### src/rtl/multicycle_sequencer.sv
// Multi-cycle FETCH/DECODE/EXEC/MEM/WB controller for a LEGv8-subset datapath
// sharing one memory port; also tracks retired count, halt and memory timeout.
module multicycle_sequencer #(
  parameter int TIMEOUT = 16,
  parameter int CNT_W   = 16
) (
  input  logic             clk,
  input  logic             reset,
  input  logic [10:0]      opcode,
  input  logic             zero,
  input  logic             mem_ready,
  output logic             IorD,
  output logic             MemRead,
  output logic             MemWrite,
  output logic             IRWrite,
  output logic             PCWrite,
  output logic             PCSrc,
  output logic             Reg2Loc,
  output logic             ALUsrc,
  output logic [1:0]       ALUop,
  output logic             Mem2Reg,
  output logic             RegWrite,
  output logic [2:0]       state,
  output logic [CNT_W-1:0] retired,
  output logic             halted,
  output logic             fault
);
  localparam int WAIT_W = $clog2(TIMEOUT + 1);

  typedef enum logic [2:0] {
    S_FETCH  = 3'd0,
    S_DECODE = 3'd1,
    S_EXEC   = 3'd2,
    S_MEM    = 3'd3,
    S_WB     = 3'd4,
    S_HALT   = 3'd5,
    S_FAULT  = 3'd6
  } state_e;

  typedef enum logic [3:0] {
    OP_NOP, OP_RTYPE, OP_LDUR, OP_STUR, OP_ADDI, OP_CBZ, OP_CBNZ, OP_B, OP_HALT
  } op_e;

  // Checks run in priority order: HALT, full 11-bit matches, ADDI, CB*, B.
  function automatic op_e classify(input logic [10:0] op);
    if (op == 11'b11111111111)                          return OP_HALT;
    if (op == 11'b10001011000 || op == 11'b11001011000 ||
        op == 11'b10001010000 || op == 11'b10101010000) return OP_RTYPE;
    if (op == 11'b11111000010)                          return OP_LDUR;
    if (op == 11'b11111000000)                          return OP_STUR;
    if (op[10:1] == 10'b1001000100)                     return OP_ADDI;
    if (op[10:3] == 8'b10110100)                        return OP_CBZ;
    if (op[10:3] == 8'b10110101)                        return OP_CBNZ;
    if (op[10:5] == 6'b000101)                          return OP_B;
    return OP_NOP;
  endfunction

  state_e             state_q;
  logic [10:0]        opc_q;
  logic [WAIT_W-1:0]  wait_q;
  logic [CNT_W-1:0]   retired_q;
  logic               halted_q;
  logic               fault_q;

  op_e  dec_op;
  op_e  cur_op;
  logic wait_full;
  logic cb_taken;

  assign dec_op    = classify(opcode);
  assign cur_op    = classify(opc_q);
  assign wait_full = (wait_q == WAIT_W'(TIMEOUT));
  assign cb_taken  = (cur_op == OP_CBZ && zero) || (cur_op == OP_CBNZ && !zero);

  always_ff @(posedge clk) begin
    if (reset) begin
      state_q   <= S_FETCH;
      opc_q     <= '0;
      wait_q    <= '0;
      retired_q <= '0;
      halted_q  <= 1'b0;
      fault_q   <= 1'b0;
    end else begin
      case (state_q)
        S_FETCH: begin
          // A ready on the limit cycle completes normally.
          if (mem_ready) begin
            state_q <= S_DECODE;
            wait_q  <= '0;
          end else if (wait_full) begin
            state_q <= S_FAULT;
            fault_q <= 1'b1;
            wait_q  <= '0;
          end else begin
            wait_q <= wait_q + WAIT_W'(1);
          end
        end
        S_DECODE: begin
          opc_q <= opcode;
          case (dec_op)
            OP_HALT: begin
              state_q  <= S_HALT;
              halted_q <= 1'b1;
            end
            OP_NOP: begin
              state_q   <= S_FETCH;
              retired_q <= retired_q + CNT_W'(1);
            end
            default: state_q <= S_EXEC;
          endcase
        end
        S_EXEC: begin
          case (cur_op)
            OP_LDUR, OP_STUR:  state_q <= S_MEM;
            OP_RTYPE, OP_ADDI: state_q <= S_WB;
            OP_CBZ, OP_CBNZ, OP_B: begin
              state_q   <= S_FETCH;
              retired_q <= retired_q + CNT_W'(1);
            end
            default: state_q <= S_FETCH;
          endcase
        end
        S_MEM: begin
          if (mem_ready) begin
            wait_q <= '0;
            if (cur_op == OP_LDUR) begin
              state_q <= S_WB;
            end else begin
              state_q   <= S_FETCH;
              retired_q <= retired_q + CNT_W'(1);
            end
          end else if (wait_full) begin
            state_q <= S_FAULT;
            fault_q <= 1'b1;
            wait_q  <= '0;
          end else begin
            wait_q <= wait_q + WAIT_W'(1);
          end
        end
        S_WB: begin
          state_q   <= S_FETCH;
          retired_q <= retired_q + CNT_W'(1);
        end
        S_HALT, S_FAULT: state_q <= state_q;
        default: state_q <= S_FETCH;
      endcase
    end
  end

  // Strobes follow the current state combinationally so that mem_ready and zero
  // act within the same cycle; everything is held low while reset is asserted.
  always_comb begin
    IorD     = 1'b0;
    MemRead  = 1'b0;
    MemWrite = 1'b0;
    IRWrite  = 1'b0;
    PCWrite  = 1'b0;
    PCSrc    = 1'b0;
    Reg2Loc  = 1'b0;
    ALUsrc   = 1'b0;
    ALUop    = 2'b00;
    Mem2Reg  = 1'b0;
    RegWrite = 1'b0;
    if (!reset) begin
      case (state_q)
        S_FETCH: begin
          MemRead = 1'b1;
          IRWrite = mem_ready;
          PCWrite = mem_ready;
        end
        S_DECODE: Reg2Loc = (dec_op == OP_STUR) || (dec_op == OP_CBZ) || (dec_op == OP_CBNZ);
        S_EXEC: begin
          case (cur_op)
            OP_LDUR, OP_STUR: ALUsrc = 1'b1;
            OP_RTYPE:         ALUop  = 2'b10;
            OP_ADDI: begin
              ALUop  = 2'b10;
              ALUsrc = 1'b1;
            end
            OP_CBZ, OP_CBNZ: begin
              Reg2Loc = 1'b1;
              ALUop   = 2'b01;
              PCWrite = cb_taken;
              PCSrc   = cb_taken;
            end
            OP_B: begin
              PCWrite = 1'b1;
              PCSrc   = 1'b1;
            end
            default: ;
          endcase
        end
        S_MEM: begin
          IorD     = 1'b1;
          ALUsrc   = 1'b1;
          MemRead  = (cur_op == OP_LDUR);
          MemWrite = (cur_op == OP_STUR);
        end
        S_WB: begin
          RegWrite = 1'b1;
          Mem2Reg  = (cur_op == OP_LDUR);
        end
        default: ;
      endcase
    end
  end

  assign state   = state_q;
  assign retired = retired_q;
  assign halted  = halted_q;
  assign fault   = fault_q;
endmodule

### config.mk
export PLATFORM = sky130hd
export DESIGN_NAME = multicycle_sequencer
export DESIGN_NICKNAME = d
export VERILOG_FILES = /design/src/rtl/multicycle_sequencer.sv
export SDC_FILE = /design/constraint.sdc
export NUM_CORES = 1
export LEC_CHECK = 0
export ABC_AREA = 1
export CORE_MARGIN = 2
export CORE_UTILIZATION = 53
export CTS_CLUSTER_DIAMETER = 30
export DETAILED_ROUTE_END_ITERATION = 10
export PLACE_DENSITY = 0.92
export SETUP_SLACK_MARGIN = 0.02
export SLEW_MARGIN = 0
export SYNTH_ARGS = -nofsm -noshare
export SYNTH_HDL_FRONTEND = slang
export SYNTH_SLANG_ARGS = --single-unit
export TNS_END_PERCENT = 50
### constraint.sdc
create_clock -name clk -period 2.05 [get_ports clk]
set_input_delay 0.3075 -clock clk [delete_from_list [all_inputs] [get_ports clk]]
set_output_delay 0.3075 -clock clk [all_outputs]
set_load 0.005 [all_outputs]
==> impl_metrics.env <==
export IMPL_routed_via_count=3865
export IMPL_ff2ff_setup_slack_ps=-260
export IMPL_skew_ps=4.436
export IMPL_multi_input_area_um2=1839
export IMPL_ys_ff_latch=37
export IMPL_cellPowerDensity_nw_per_um2=458.1
export IMPL_yosys_area_share_simple=0.4144
export IMPL_hpwl_um=6133
export IMPL_maxSlewHeadroom=0.7326
export IMPL_cts_tree="built"
export IMPL_grt_setup_unrepaired="true"
export IMPL_rows=25
export IMPL_synth_cells=393
export IMPL_post_synth_top_area_cell="dfxtp_1"
export IMPL_dpl_worst_slack_ps=-471.6
export IMPL_area_growth_pct=58.46
export IMPL_start_util=0.5505
export IMPL_synthAdderAreaFrac=0.01434
export IMPL_critPathRequiredTime_ps=1740
export IMPL_chipWidth_um=74.28
export IMPL_period_needed_ps=2494
export IMPL_grt_overflow=0
export IMPL_synth_xor_area_share=0.05019
export IMPL_tightestPinTransition_ps=399.0
export IMPL_outcome="finished, violations left"
export IMPL_antenna_cells=0
export IMPL_mostFrequentLayoutCells="83 x buf_4, 61 x nand2_1, 41 x nor2_1"
export IMPL_setup_slack_ps=-444.2
export IMPL_grt_max_degree=20
export IMPL_ys_seq_area_frac=0.2830
export IMPL_htreeDepth=2
export IMPL_wl_met1_um=4052
export IMPL_synthDistinctLibCells=39
export IMPL_fmax_mhz=400.9
export IMPL_fin_nets=544
export IMPL_ys_top_cells_by_area="dfxtp_1 28%, nand2_1 9.3%, nor2_1 7.3%, inv_1 6.3%, nand4_1 6.0%"
export IMPL_cap_violations=0
export IMPL_cts_buffers=5
export IMPL_violations="negative setup slack"
export IMPL_drc=0
export IMPL_crit_path_start_kind="register"
export IMPL_syn_num_nets=411
export IMPL_leakage_nw=1.821
export IMPL_fillers=221
export IMPL_clk_latency_ps=310
export IMPL_finalHoldViolCount=0
export IMPL_die_y_um=74.28
export IMPL_core_area_um2=4755
export IMPL_worstSetupPathType="reg -> out"
export IMPL_grtUsageTotal=0.3661
export IMPL_finalMaxSlewViolations=0
export IMPL_drt_first_pass_iters=9
export IMPL_yosysTopAreaCellShare=0.2830
export IMPL_end_kind="output pin"
export IMPL_final_common_cell="buf_4"
export IMPL_min_path_type="reg -> reg"
export IMPL_clock_path_buffers=2
export IMPL_vdd_ir_drop_worst_mv=0.3838
export IMPL_first_global_vias=3267
export IMPL_ioPinCount=48
export IMPL_layout_drive_gt1_share=0.3795
export IMPL_avgSynthCellArea_um2=6.660
export IMPL_final_util=0.8724
export IMPL_seq_area_um2=767.0
export IMPL_period_share=1.217
export IMPL_critPathArrivalTime_ps=2190
export IMPL_antenna_found_initial=0
export IMPL_critPathMaxFanout=4
export IMPL_numPortBuffers=47
export IMPL_root_buffer="clkbuf_8"
export IMPL_drtIter0Drc=715
export IMPL_wl_met2_um=5405
export IMPL_wl_um=11970
export IMPL_clk_pin_slew_ps=80
export IMPL_setup_viol=27
export IMPL_wire_per_inst_um=20.15
export IMPL_synth_compound_area_frac=0.1415
export IMPL_die_area_um2=5517
export IMPL_cts_sinks=37
export IMPL_muxShareOfSynthArea=0
export IMPL_synth_top_family_by_area="simple AND/OR/NAND/NOR gates"
export IMPL_grt_pass1_wl_um=15440
export IMPL_routed_top_layer="met4"
export IMPL_place_gp_congestion=0.9142
export IMPL_vias_per_cell=6.507
export IMPL_yosysWarningCount=0
export IMPL_syn_area_um2=2618
export IMPL_met3_length_um=1562
export IMPL_postRouteAntennaNets=0
Yosys cell counts, drive strengths merged:
library cell	count
xnor2	5
buf	4
nor3	19
o21ai	17
a31oi	3
nor4	3
a21oi	33
ha	3
a41oi	2
nand2	76
and2	1
or2	1
clkbuf	6
inv	50
nand4	25
o21a	2
o211ai	1
a211oi	1
nand3	29
a21o	1
nor2	61
dfxtp	37
and3	2
a211o	1
xor2	10
final cells by class:
cell class | instances | area share
Multi-Input combinational cell | 296 | 0.4434
Sequential cell | 37 | 0.1849
Tap cell | 67 | 0.02021
Timing Repair Buffer | 136 | 0.2754
Clock inverter | 2 | 0.009050
Inverter | 50 | 0.04706
Clock buffer | 6 | 0.01991
metrics by stage:
stage          setup TNS, ps  hold WS (ps)  total power [mW]  cell area (um^2)  std cells
6_report               -5366         503.3             1.900              4148        594
5_1_grt                -5830         507.7             1.929              4148        594
4_1_cts               -778.5         495.8             1.802              3946        582
3_5_place_dp           -6041         465.4             1.088              3602        563
3_3_place_gp           -4526         463.8             1.072              3602        563
2_1_floorplan              0         455.3            0.9259              2618        393
flip-flops by register name (all words and copies together) (netlist names):
register,count
opc_q,11
fault,1
state,3
retired,16
halted,1
wait_q,5
layer usage:
| layer | global-route usage | vias up |
|---|---|---|
| met5 | 0 | - |
| met4 | 0.2262 | 0 |
| met3 | 0.07317 | 125 |
| met2 | 0.6071 | 443 |
| met1 | 0.4352 | 1719 |
| li1 | - | 1578 |
power breakdown:
group	internal, mW	total (mW)	switching, mW
clock	0.396	0.714	0.318
combinational	0.176	0.407	0.230
sequential	0.742	0.779	0.0364
total	1.31	1.90	0.585
timing repair:
| action | 4_1_cts | 5_1_grt |
|---|---|---|
| setup endpoints to repair | 14 | 28 |
| hold buffers | 0 | 0 |
| pin swaps | 20 | 19 |
| gates resized for setup | 84 | 38 |
| buffers inserted | 11 | 12 |
| hold endpoints to repair | 0 | 0 |
critical path, stage by stage (launching register included):
cell and delay [ps]:
dfxtp_4 410, buf_4 140, nand3_1 120, nor3_1 380, nor2_1 200, nand2_1 160, nand3_4 100, buf_6 140
a21oi_2 110, buf_2 120
cell families (layout without fill, tap and decap cells):
family | count (synthesis) | count (layout)
AND/OR/NAND/NOR | 217 | 217
AO/OA/AOI/OAI | 61 | 61
adder cells (fa/ha/maj) | 3 | 3
XOR/XNOR | 15 | 15
flip-flops | 37 | 37
buffers and inverters | 60 | 194
path summary, 6_finish.rpt:
check,cells after the start,startpoint,end
worst max register to register,14,opc_q[9]$_SDFFE_PP0P_,retired[14]$_SDFFE_PP0P_
worst min-delay path,2,halted$_SDFFE_PP0P_,halted$_SDFFE_PP0P_
worst max-delay path,9,opc_q[10]$_SDFFE_PP0P_,PCWrite
worst min register to register,2,halted$_SDFFE_PP0P_,halted$_SDFFE_PP0P_
No activity file was read; power rests on OpenSTA's default activity.
